**src/rtl/signed_div_pkg.sv**
```systemverilog
// Shared types and helpers for the signed divider front end.
// Helpers work on a wide word; callers sign- or zero-extend into it and
// take back the low DATA_WIDTH bits.
package signed_div_pkg;

  localparam int SDF_MAX_W = 64;

  typedef logic [SDF_MAX_W-1:0] sdf_word_t;

  typedef enum logic [1:0] {
    IDLE = 2'd0,
    BUSY = 2'd1,
    WAIT = 2'd2,
    DONE = 2'd3
  } sdf_state_t;

  // Two's-complement negate; the low W bits equal the W-bit negation.
  function automatic sdf_word_t sdf_neg(input sdf_word_t x);
    return sdf_word_t'(0) - x;
  endfunction

  // Magnitude of a sign-extended value. For the most negative W-bit value
  // the low W bits hold 2^(W-1), which fits as an unsigned W-bit number.
  function automatic sdf_word_t sdf_abs(input sdf_word_t x);
    return x[SDF_MAX_W-1] ? sdf_neg(x) : x;
  endfunction

endpackage

```
**src/rtl/signed_div_frontend_sign_fix.sv**
```systemverilog
// Combinational sign restore: unsigned quotient magnitude plus sign and
// divide-by-zero flags -> signed W-bit quotient. Zero divisor forces -1.
module signed_div_frontend_sign_fix
  import signed_div_pkg::*;
#(
  parameter int W = 8
) (
  input  logic [W-1:0] q_mag,
  input  logic         sq,
  input  logic         dz,
  output logic [W-1:0] q
);

  sdf_word_t mag_ext;
  sdf_word_t neg_ext;

  // Negate in the wide word; truncation to W bits wraps MIN/-1 back to MIN.
  always_comb begin
    mag_ext = '0;
    mag_ext[W-1:0] = q_mag;
    neg_ext = sdf_neg(mag_ext);
    if (dz) begin
      q = '1;
    end else if (sq) begin
      q = neg_ext[W-1:0];
    end else begin
      q = q_mag;
    end
  end

endmodule

```
**src/rtl/signed_div_frontend.sv**
```systemverilog
// Signed front/back end for an unsigned restoring sequential divider.
// Optional build macro: DIVZERO_BYPASS_EN -- a zero divisor skips the
// divider and presents the -1 / dz result the cycle after acceptance.
//
// Handshakes: a transfer happens on a rising clock edge where valid and
// ready are both high. The frontend only asserts o_ready in IDLE and only
// asserts o_valid in DONE; o_q/o_dz are stable while o_valid is high and
// waiting for i_ready. o_div_valid is high exactly DATA_WIDTH cycles per
// operation and the divider reports completion with i_div_acc.
module signed_div_frontend
  import signed_div_pkg::*;
#(
  parameter int DATA_WIDTH = 8   // 2 .. SDF_MAX_W-1
) (
  input  logic                  i_clk,
  input  logic                  i_nrst,
  input  logic                  i_valid,
  output logic                  o_ready,
  input  logic [DATA_WIDTH-1:0] i_n,
  input  logic [DATA_WIDTH-1:0] i_d,
  output logic [DATA_WIDTH-1:0] o_div_n,
  output logic [DATA_WIDTH-1:0] o_div_d,
  output logic                  o_div_valid,
  input  logic [DATA_WIDTH-1:0] i_div_q,
  input  logic                  i_div_acc,
  output logic                  o_valid,
  input  logic                  i_ready,
  output logic [DATA_WIDTH-1:0] o_q,
  output logic                  o_dz,
  output logic [1:0]            o_dbg_state
);

  localparam int W  = DATA_WIDTH;
  localparam int CW = (W > 2) ? $clog2(W) : 1;
  localparam logic [CW-1:0] CNT_LAST = CW'(W - 1);

  sdf_state_t    state_q, state_d;
  logic [CW-1:0] cnt_q, cnt_d;
  logic          ready_q;
  logic          sq_q, dz_q;
  logic [W-1:0]  q_q;
  logic          load, capture, d_zero, accept;
  logic [W-1:0]  q_fixed;
  sdf_word_t     n_ext, d_ext, n_abs, d_abs;

  assign accept      = i_valid & ready_q;
  assign d_zero      = (i_d == '0);
  assign o_ready     = ready_q;
  assign o_div_valid = (state_q == BUSY);
  assign o_valid     = (state_q == DONE);
  assign o_q         = q_q;
  assign o_dz        = dz_q;
  assign o_dbg_state = state_q;

  // Operand magnitudes via the wide-word helpers.
  always_comb begin
    n_ext = {{(SDF_MAX_W-W){i_n[W-1]}}, i_n};
    d_ext = {{(SDF_MAX_W-W){i_d[W-1]}}, i_d};
    n_abs = sdf_abs(n_ext);
    d_abs = sdf_abs(d_ext);
  end

  signed_div_frontend_sign_fix #(.W(W)) u_sign_fix (
    .q_mag (i_div_q),
    .sq    (sq_q),
    .dz    (dz_q),
    .q     (q_fixed)
  );

  // Next state, cycle counter and load/capture strobes.
  always_comb begin
    state_d = state_q;
    cnt_d   = cnt_q;
    load    = 1'b0;
    capture = 1'b0;
    case (state_q)
      IDLE: begin
        if (accept) begin
          load = 1'b1;
`ifdef DIVZERO_BYPASS_EN
          if (d_zero) begin
            state_d = DONE;
          end else begin
            state_d = BUSY;
            cnt_d   = CNT_LAST;
          end
`else
          state_d = BUSY;
          cnt_d   = CNT_LAST;
`endif
        end
      end
      BUSY: begin
        if (cnt_q == '0) begin
          state_d = WAIT;
        end else begin
          cnt_d = cnt_q - 1'b1;
        end
      end
      WAIT: begin
        // Divider valid is low here so its counter stops at its reload.
        if (i_div_acc) begin
          capture = 1'b1;
          state_d = DONE;
        end
      end
      DONE: begin
        if (i_ready) begin
          state_d = IDLE;
        end
      end
      default: state_d = IDLE;
    endcase
  end

  // State register; o_ready is registered so it rises one cycle after reset.
  always_ff @(posedge i_clk or negedge i_nrst) begin
    if (!i_nrst) begin
      state_q <= IDLE;
      cnt_q   <= '0;
      ready_q <= 1'b0;
    end else begin
      state_q <= state_d;
      cnt_q   <= cnt_d;
      ready_q <= (state_d == IDLE);
    end
  end

  // Operand, sign/zero flag and result registers.
  always_ff @(posedge i_clk or negedge i_nrst) begin
    if (!i_nrst) begin
      o_div_n <= '0;
      o_div_d <= '0;
      sq_q    <= 1'b0;
      dz_q    <= 1'b0;
      q_q     <= '0;
    end else begin
      if (load) begin
        o_div_n <= n_abs[W-1:0];
        o_div_d <= d_abs[W-1:0];
        sq_q    <= i_n[W-1] ^ i_d[W-1];
        dz_q    <= d_zero;
`ifdef DIVZERO_BYPASS_EN
        if (d_zero) begin
          q_q <= '1;
        end
`endif
      end
      if (capture) begin
        q_q <= q_fixed;
      end
    end
  end

endmodule

```
**config.mk**
```make
export PLATFORM = sky130hd
export DESIGN_NAME = signed_div_frontend
export DESIGN_NICKNAME = d
export VERILOG_FILES = /design/src/rtl/signed_div_pkg.sv /design/src/rtl/signed_div_frontend_sign_fix.sv /design/src/rtl/signed_div_frontend.sv
export SDC_FILE = /design/constraint.sdc
export NUM_CORES = 1
export LEC_CHECK = 0
export BUFFER_PORTS_ARGS = -buffer_cell sky130_fd_sc_hd__buf_4
export CORE_MARGIN = 2
export CORE_UTILIZATION = 51
export CTS_CLUSTER_DIAMETER = 60
export DETAILED_ROUTE_END_ITERATION = 10
export PLACE_DENSITY = 0.8
export SYNTH_ARGS = -nofsm -noshare
export SYNTH_HDL_FRONTEND = slang
export SYNTH_SLANG_ARGS = --single-unit
```
**constraint.sdc**
```tcl
create_clock -name i_clk -period 2.6 [get_ports i_clk]
set_input_delay 0.65 -clock i_clk [delete_from_list [all_inputs] [get_ports i_clk]]
set_output_delay 0.65 -clock i_clk [all_outputs]
set_load 0.1 [all_outputs]
```
Yosys cells after proc, flatten, opt, wreduce, memory -nomap -nowiden
Cells that the tools add are included.
Storage, ports and cells
  register bits: 32
  latch bits: 0
  bits in writable memories: 0
  memory bits (read-only): 0
  logic and storage cells: 41
  memories: 0
Operators by class
  $add $sub $neg: 4
  $mul: 0
  divide/modulo/power cells: 0
  $lt $le $gt $ge: 0
  equal/unequal tests: 5
  shift operators: 0
  mux-type cells: 16
  bitwise gates (word level): 2
  reduce and logical (&&, ||, !) cells: 6
Operator list (number)
  8-bit two-way mux: 4
  1-bit by 8-bit subtractor with 8-bit output (first input constant): 3
  8-bit logical NOT: 1
  2-bit two-way mux: 4
  2-bit case mux with 4 select lines: 1
  3-bit two-way mux: 2
  3-bit case mux with 2 select lines: 1
  2-bit equality test (second input constant): 2
  2-bit logical NOT: 2
  1-bit two-way mux: 4
  2-bit != test (second input constant): 2
  3-bit logical NOT: 1
  3-bit AND reduction: 1
  3-bit by 1-bit subtractor with 3-bit output (second input constant): 1
  2-bit by 1-bit equality test with 1-bit output (second input constant): 1
  2-bit nonzero test: 1
  1-bit bitwise AND: 1
  1-bit XOR: 1

Logic depth before layout (Yosys ltp)
Gate-level depths: netlist of run 1.
  word-level depth: 4
  mapped depth: 6
  gate-level depth less buffers: 6

Hierarchy
Synthesis of run 1 repeated with hierarchy kept, for this count alone.
Second synthesis, totals
  cells, all modules: 183
  area total of the unflattened synthesis: 1751.7 um2
Modules (own cells, without submodules)
  signed_div_frontend: times used 1, cells each 150, area each 1550.2 um2, sequential area each 800.8 um2
  signed_div_frontend_sign_fix: times used 1, cells each 33, area each 201.4 um2, sequential area each 0.0 um2

Worst setup path after synthesis of run 1
No wires, ideal clock.
  path kind: reg2out
  start point: register state_q[0] (netlist: o_dbg_state[0])
  end point: output port o_div_valid
  data arrival time: 2591 ps
  data required time: 1950 ps
  path slack: -641 ps
  stages on the path, launching flop included: 3
  buffers on the path: 1
  cell sequence: dfrtp_1 -> buf_6 -> nor2b_1
On the way
  longest elaborated chain between the ends: 1
Ends and longest elaborated chain
  from (decl): RTL line signed_div_frontend.sv:37  | sdf_state_t state_q, state_d;
  from (signal assigned): RTL line signed_div_frontend.sv:123  | state_q <= state_d;
  2-bit by 1-bit equality test with 1-bit output: RTL line signed_div_frontend.sv:49  | assign o_div_valid = (state_q == BUSY);
  to (decl): RTL line signed_div_frontend.sv:23  | output logic o_div_valid,
Every way passes these cells.

Worst setup path in the final report of run 1
Ends and elaborated chain as after synthesis.

==> results_dict.tcl, run 1 <==
set metrics [dict create \
    status "complete, no violations" \
    rsz_0062_raised_after_global_routing "no" \
    tritoncts_clock_tree "built" \
    initial_utilization 0.540 \
    io_buffer_count 58 \
    placement_row_count 21 \
    htree_levels 2 \
    synth_seq_cells 32 \
    post_dp_hpwl_mm 2.89 \
    final_sum_of_negative_setup_slack_ns 0 \
    cts_made_buffers 5 \
    worstPathArrival_ns 1.40 \
    core_region_area_mm2 0.00339 \
    crit_path_start "o_dbg_state[0]" \
    critical_path.n_buffers_inverters 1 \
    path_cells "nor2b_4, buf_4" \
    pin_count_of_the_biggest_net_entering_global_routing 33 \
    hold_viol_final 0 \
    max-cap-violations 0 \
    cts.sink_count 32 \
    post_synth_inst_count 182 \
    netlist-cell-type-count 45 \
    relSlewSlack 0.683 \
    timing.final.crit_share 0.788 \
    synth_edf_count 0 \
    die_x_um 63.9 \
    cts_setup_buffers 0 \
    die_area_mm2 0.00409 \
    cts_root_buf "sky130_fd_sc_hd__clkbuf_4" \
    clock_insertion_delay_worst_skew_ns 0.34 \
    yosysWarnings 0 \
    routed-via-count 1463 \
    layout.cells.most_common_list "sky130_fd_sc_hd__buf_4, sky130_fd_sc_hd__dfrtp_1, sky130_fd_sc_hd__nand2_1, sky130_fd_sc_hd__nor2_1, sky130_fd_sc_hd__o21ai_2" \
    synth-main-ff-cell "sky130_fd_sc_hd__dfrtp_1" \
    multiInputGateArea_um2 922 \
    critPathMaxStageDelay_ns 0.52 \
    ys_async_sr_fraction 1.00 \
    cts_hold_buffers 0 \
    drt_iter0_drc 71 \
    antenna_found_initial 0 \
    hold_path_class "input port to async pin" \
    finalMaxSlewViolations 0 \
    sequential_fraction_of_the_synthesis_area 0.437 \
    setup.worst_path.start_class "flop" \
    dieHeight_um 63.9 \
    synth.area.top_cells "sky130_fd_sc_hd__dfrtp_1, sky130_fd_sc_hd__o21ai_2, sky130_fd_sc_hd__xor2_1" \
    top_level_ports 59 \
    timing_worst_slew_pin_value_ns 0.475 \
    globalRouteOverflowTotal 0 \
    finalCriticalPeriod_ns 2.05 \
    drive_above_1_share 0.413 \
    max-clock-path-buffers 2 \
    average_footprint_of_a_synthesized_cell_um2 10.1 \
    clock_slew_at_reported_path_ffs_ns 0.11 \
    vias_in_the_first_global_route 1456 \
    final.setup_skew_ns 0.0158 \
    final_common_cell "sky130_fd_sc_hd__buf_4" \
    critical_path.max_fanout 10 \
    post_drt_wl_per_cell_um 12.8 \
    drc_errors 0 \
    flow.area_growth_from_synthesis_pct 29.0 \
    vias_per_cell 5.08 \
    drt_wl_total_mm 3.69 \
    grt_pass1_wl_mm 6.38 \
    cts.repair.resized 0 \
    max_freq_mhz 488 \
    synth_area_leader_cell "sky130_fd_sc_hd__dfrtp_1" \
    setup.worst_path.end_class "output pin" \
    critical_path.reg2reg.startpoint "o_dbg_state[0]" \
    antenna_cells 0 \
    area.sequential_um2 801 \
    overall_fraction_of_global_route_tracks_in_use 0.202 \
    timing.critical_path.slowest_stage_cell "sky130_fd_sc_hd__dfrtp_1" \
    setup_viol_count_final 0 \
    first_pass_iters 4 \
    critPathRequiredTime_ns 1.95 \
    synthDominantCellAreaShare 0.437 \
    place_congestion 0.792 \
    ant_nets 0 \
    criticalPathCategory "flop to output pin" \
    synth.cell_area_mm2 0.00183 \
    fillCellCount 285 \
    final_nets 275 \
    path_delay_family "flip-flops" \
    post_syn_nets 216 \
]
[final cells by class]
type                       instances  area share
clock buffer                       7      0.0275
clock inverter                     1      0.0127
inverter                          10      0.0159
multi-input combinational        132       0.390
sequential                        32       0.339
tap                               46      0.0244
timing repair buffer              60       0.191
[flip-flops by register name, indices dropped and copies added (netlist names)]
register	flops
sq_q	1
o_div_n	8
o_q	8
o_dbg_state	2
o_div_d	8
cnt_q	3
o_dz	1
o_ready	1
[synth_stat cells (all sizes together), types with 2 or more instances]
cell type,count
a211o,2
a21boi,2
a21oi,9
buf,7
dfrtp,32
ha,5
inv,10
mux2i,2
nand2,29
nand3,2
nor2,14
nor2b,4
nor3,4
o21ai,17
o31ai,6
o41ai,2
or2,2
or3,3
or3b,2
xnor2,7
xor2,10
[final timing paths]
check	cells past startpoint	slack [ns]	end
max in group asynchronous	1	2.08	o_dbg_state[1]
hold / removal	1	0.23	o_div_n[2]
hold reg to reg	2	0.49	o_div_n[4]
setup reg to reg	4	0.92	o_div_d[5]
min in group i_clk	2	0.49	o_div_n[4]
setup / recovery	2	0.55	o_div_valid
[through the flow]
stage	std cells	hold WS [ns]	worst slack, ns	cell area [µm²]	utilization
final	288	0.226	0.550	2360	0.697
after detailed placement	280	0.472	0.607	2270	0.669
after CTS	288	0.230	0.540	2360	0.697
after floorplan	182	0.354	0.00954	1840	-
after global routing	288	0.244	0.466	2360	0.697
after global placement	280	0.463	0.653	2270	0.669
[routing by layer]
metal,vias up,global-route usage,routed length [µm]
li1,742,-,-
met1,679,0.237,1620
met2,38,0.353,1850
met3,4,0.0458,194
met4,0,0.0842,31
met5,-,0,0
[cell families (layout without fill, tap and decap cells)]
group,after synthesis,count (layout),share of synthesized area
xor+xnor,17,17,0.0813
buf+inv,18,78,0.0635
mux,3,3,0.0171
compound gates,42,42,0.185
fa+ha+maj,5,5,0.0342
simple gates,65,65,0.182
flops,32,32,0.437
Power of run 1 is left out: the tool's default activity adds up to more than one toggle a clock period on the data nets, which glitch-free logic cannot reach.
==> inputs of run 2 (changes only) <==
- CORE_UTILIZATION: 51 -> 46
- PLACE_DENSITY: 0.8 -> 0.76
- clock period: 2.6 -> 1.8 ns (I/O delays scaled with it)
==> run 2 against run 1 <==
Net effect: via count rose by 0.34%; routed wire length fell by 3.1%; utilization fell by 6.3 points; register-to-register slack got worse by 0.63 ns; critical endpoint unchanged.
==> results_dict.tcl, run 2 (same netlist as run 1, synthesis figures left out) <==
set metrics [dict create \
    status "complete, no violations" \
    setup_viol_count_final 0 \
    place_worst_setup_slack_ns 0.0177 \
    timing_worst_slew_pin_value_ns 0.402 \
    antenna_cells 0 \
    core_region_area_mm2 0.00374 \
    setup.worst_path.start_class "flop" \
    path_cells "nor2b_4, buf_4" \
    post_dp_hpwl_mm 2.78 \
    drt_iter0_drc 26 \
    final_common_cell "sky130_fd_sc_hd__buf_4" \
    first_pass_iters 4 \
    final_critical_path_setup_slack_ns 0.108 \
    setup.worst_path.end "o_div_valid" \
    max-clock-path-buffers 2 \
    setup.worst_path.end_class "output pin" \
    cts_made_buffers 5 \
    critical_path.reg2reg.startpoint "o_dbg_state[0]" \
    worstPathArrival_ns 1.24 \
    cts_root_buf "sky130_fd_sc_hd__clkbuf_8" \
    rsz_0062_raised_after_global_routing "no" \
    drive_above_1_share 0.426 \
    ff2ff_setup_slack_ns 0.29 \
    critical_path.n_buffers_inverters 1 \
    final.setup_skew_ns 0.00755 \
    final_standard_cell_utilization_of_the_core 0.634 \
    max-cap-violations 0 \
    clock_insertion_delay_worst_skew_ns 0.28 \
    cts.sink_count 32 \
    finalMaxSlewViolations 0 \
    worstRegToRegCells 4 \
    post_drt_wl_per_cell_um 12.2 \
    critPathMaxStageDelay_ns 0.47 \
    clock_slew_at_reported_path_ffs_ns 0.07 \
    antenna_found_initial 0 \
    ant_nets 0 \
    routed-via-count 1468 \
    dieHeight_um 67.1 \
    regToRegEndpoint "o_div_d[1]" \
    hold_path_class "input port to async pin" \
    cts.repair.resized 0 \
    drt_wl_total_mm 3.57 \
    hold_viol_final 0 \
    criticalPathCategory "flop to output pin" \
    vias_in_the_first_global_route 1434 \
    cts_setup_buffers 0 \
    path_delay_family "flip-flops" \
    die_area_mm2 0.00450 \
    pin_count_of_the_biggest_net_entering_global_routing 33 \
    final_sum_of_negative_setup_slack_ns 0 \
    htree_levels 2 \
    place_congestion 0.819 \
    finalCriticalPeriod_ns 1.69 \
    timing.critical_path.slowest_stage_cell "sky130_fd_sc_hd__dfrtp_4" \
    timing.final.crit_share 0.940 \
    io_buffer_count 58 \
    crit_path_start "o_dbg_state[0]" \
    drc_errors 0 \
    critical_path.max_fanout 10 \
    vias_per_cell 5.03 \
    flow.area_growth_from_synthesis_pct 29.6 \
    grt_pass1_wl_mm 6.22 \
    relSlewSlack 0.731 \
    overall_fraction_of_global_route_tracks_in_use 0.182 \
    top_level_ports 59 \
    final_nets 277 \
    max_freq_mhz 591 \
    placement_row_count 22 \
    die_x_um 67.1 \
    tritoncts_clock_tree "built" \
    cts_hold_buffers 0 \
    critPathRequiredTime_ns 1.35 \
    globalRouteOverflowTotal 0 \
    initial_utilization 0.489 \
    worstSetupPathDepth 2 \
    layout.cells.most_common_list "sky130_fd_sc_hd__buf_4, sky130_fd_sc_hd__dfrtp_1, sky130_fd_sc_hd__nand2_1, sky130_fd_sc_hd__nor2_1, sky130_fd_sc_hd__o21ai_2" \
]
==> run 2: cell count changes in the layout (fill, tap and decap cells not counted), sizes merged <==
cell,change
bufinv,-1
buf,+2
clkinv,+1
==> run 2: area by class of cell <==
type	count	area [µm²]
Clock buffer	7	76.3
Clock inverter	1	5.00
Fill cell	346	1370
Inverter	10	37.5
Multi-Input combinational cell	132	923
Sequential cell	32	807
Tap cell	48	60.1
Timing Repair Buffer	62	465
==> run 2: through the flow <==
stage | hold WS [ns] | instance area (µm²) | std cells
final | 0.0854 | 2370 | 292
after global routing | 0.121 | 2370 | 292
after CTS | 0.105 | 2370 | 292
after detailed placement | 0.414 | 2290 | 284
after global placement | 0.413 | 2290 | 284
after floorplan | 0.154 | 1850 | 182
==> run 2: worst min-delay path by stage <==
stage / end / slack [ns]
after floorplan: cnt_q[0] / 0.15
after global placement: cnt_q[0] / 0.41
after detailed placement: cnt_q[0] / 0.41
after CTS: cnt_q[0] / 0.10
after global routing: o_div_n[7] / 0.12
final: o_ready / 0.09
==> run 2: routing by layer <==
metal  routed length [µm]  GRT usage  vias to the layer above
li1                     -          -                      747
met1                 1570      0.218                      682
met5                    0          0                        -
met2                 1770      0.313                       32
met3                  177     0.0456                        7
met4                   59     0.0689                        0
Power of run 2 is left out for the same reason.
==> inputs of run 3 (changes only) <==
==> constraint.sdc (replaced) <==
create_clock -name i_clk -period 1.8 [get_ports i_clk]
set_input_delay 0.45 -clock i_clk [delete_from_list [all_inputs] [get_ports i_clk]]
set_output_delay 0.45 -clock i_clk [all_outputs]
set_load 0.05 [all_outputs]
==> run 3 against run 2 <==
Net effect: die area is the same; routed wire length up 0.28%; sequential share of layout area down 0.46 points; clock-buffer cell count rose by 1; utilization up 0.37 points; register-to-register slack got worse by 0.03 ns; clock skew is essentially flat; cell count did not move; maximum frequency barely moved; global-route usage hardly changed; via count increased by 0.48%; non-clock buffer count did not move.
==> results_dict.tcl, run 3 (same netlist as run 1, synthesis figures left out) <==
set metrics [dict create \
    final_sum_of_negative_setup_slack_ns 0 \
    overall_fraction_of_global_route_tracks_in_use 0.183 \
    finish.instance_area_mm2 0.00239 \
    post_drt_wl_per_cell_um 12.3 \
    critical_path.max_fanout 8 \
    irDropWorstVdd_v 0.00116 \
    flow.area_growth_from_synthesis_pct 30.4 \
    drive_above_1_share 0.410 \
    timing.critical_path.slowest_stage_cell "sky130_fd_sc_hd__dfrtp_1" \
    static_leak_nw 1.16 \
    vias_per_cell 5.05 \
    max-clock-path-buffers 2 \
    hold_slack_ns 0.0934 \
    cts_setup_buffers 0 \
    rsz_0062_raised_after_global_routing "no" \
    dieHeight_um 67.1 \
    tritoncts_clock_tree "built" \
    htree_levels 2 \
    status "complete, no violations" \
    antenna_cells 0 \
    cts.repair.resized 0 \
    critical_path.reg2reg.startpoint "o_dbg_state[1]" \
    core_region_area_mm2 0.00374 \
    vias_in_the_first_global_route 1478 \
    critPathMaxStageDelay_ns 0.53 \
    cts.sink_count 32 \
    routed-via-count 1475 \
    final_nets 277 \
    max_freq_mhz 591 \
    max-cap-violations 0 \
    criticalPathCategory "flop to output pin" \
    path_cells "and2_1, buf_4" \
    placement_row_count 22 \
    setup.worst_path.end_class "output pin" \
    cts_made_buffers 5 \
    grt_pass1_wl_mm 6.18 \
    final.setup_skew_ns 0.00708 \
    powerDensity_mw_per_mm2 1760 \
    post_dp_hpwl_mm 2.69 \
    drt_wl_total_mm 3.58 \
    place_congestion 0.793 \
    timing.final.crit_share 0.939 \
    fillCellCount 348 \
    die_area_mm2 0.00450 \
    timing_worst_slew_pin_value_ns 0.408 \
    clock_insertion_delay_worst_skew_ns 0.28 \
    hold_viol_final 0 \
    relSlewSlack 0.728 \
    first_pass_iters 4 \
    setup.worst_path.start_class "flop" \
    worstPathArrival_ns 1.24 \
    pin_count_of_the_biggest_net_entering_global_routing 35 \
    dpl_cell_area_mm2 0.00230 \
    antenna_found_initial 0 \
    ant_nets 0 \
    clock_slew_at_reported_path_ffs_ns 0.07 \
    drt_iter0_drc 65 \
    drc_errors 0 \
    globalRouteOverflowTotal 0 \
    crit_path_start "o_dbg_state[1]" \
    finalCriticalPeriod_ns 1.69 \
    cts_hold_buffers 0 \
    critPathRequiredTime_ns 1.35 \
    initial_utilization 0.489 \
    cts_root_buf "sky130_fd_sc_hd__clkbuf_8" \
    finalMaxSlewViolations 0 \
    top_level_ports 59 \
    setup_viol_count_final 0 \
    io_buffer_count 58 \
    hold_path_class "input port to async pin" \
    layout.cells.most_common_list "sky130_fd_sc_hd__buf_4, sky130_fd_sc_hd__dfrtp_1, sky130_fd_sc_hd__nand2_1, sky130_fd_sc_hd__nor2_1, sky130_fd_sc_hd__o21ai_2" \
    final_common_cell "sky130_fd_sc_hd__buf_4" \
    die_x_um 67.1 \
]
[run 3: cell types whose count changed in the layout (fill, tap and decap cells not counted), sizes merged]
| cell | previous run | this run |
|---|---|---|
| clkbuf | 7 | 8 |
| clkinv | 1 | 0 |
[run 3: routing by layer]
metal,up-vias,part of all wire,GRT usage
li1,750,-,-
met2,38,0.49,0.301
met3,6,0.056,0.0456
met5,-,0,0
met4,0,0.019,0.0918
met1,681,0.44,0.221
[run 3: critical path, delay by kind of cell, from the launching register on]
kind,cells,cell delay [ns]
buffers and inverters,1,0.21
DFF,1,0.53
and+or+nand+nor,1,0.22
[run 3: per-stage QoR]
stage,power (W),worst slack [ns],cells,util
after floorplan,0.00302,0.0570,182,-
after CTS,0.00425,0.0883,292,0.638
final,0.00420,0.109,292,0.638
after global routing,0.00447,0.0140,292,0.638
after global placement,0.00363,0.0751,284,0.614
after detailed placement,0.00368,0.00818,284,0.614
[run 3: cell type report]
class                      count  area, µm²  area share
inverter                      10       37.5      0.0157
tap                           48       60.1      0.0251
multi-input combinational    132        922       0.386
timing repair buffer          62        478       0.200
clock buffer                   8       90.1      0.0377
sequential                    32        801       0.335
[run 3: where the power goes]
group	internal (W)	switching (W)
sequential	0.00102	0.000234
combinational	0.000808	0.00158
clock	0.000311	0.000251
[run 3: path summary, 6_finish.rpt]
| kind | cells past startpoint | to | slack (ns) |
|---|---|---|---|
| worst max-delay path | 2 | o_valid | 0.11 |
| worst min-delay path | 1 | o_q[3] | 0.09 |
| worst max register to register | 4 | o_q[7] | 0.26 |
| worst min register to register | 2 | o_div_d[4] | 0.48 |
| max in group asynchronous | 1 | sq_q | 1.41 |
| min in group i_clk | 2 | o_dbg_state[1] | 0.36 |
Note: power is estimated with default switching activity, not from simulation.
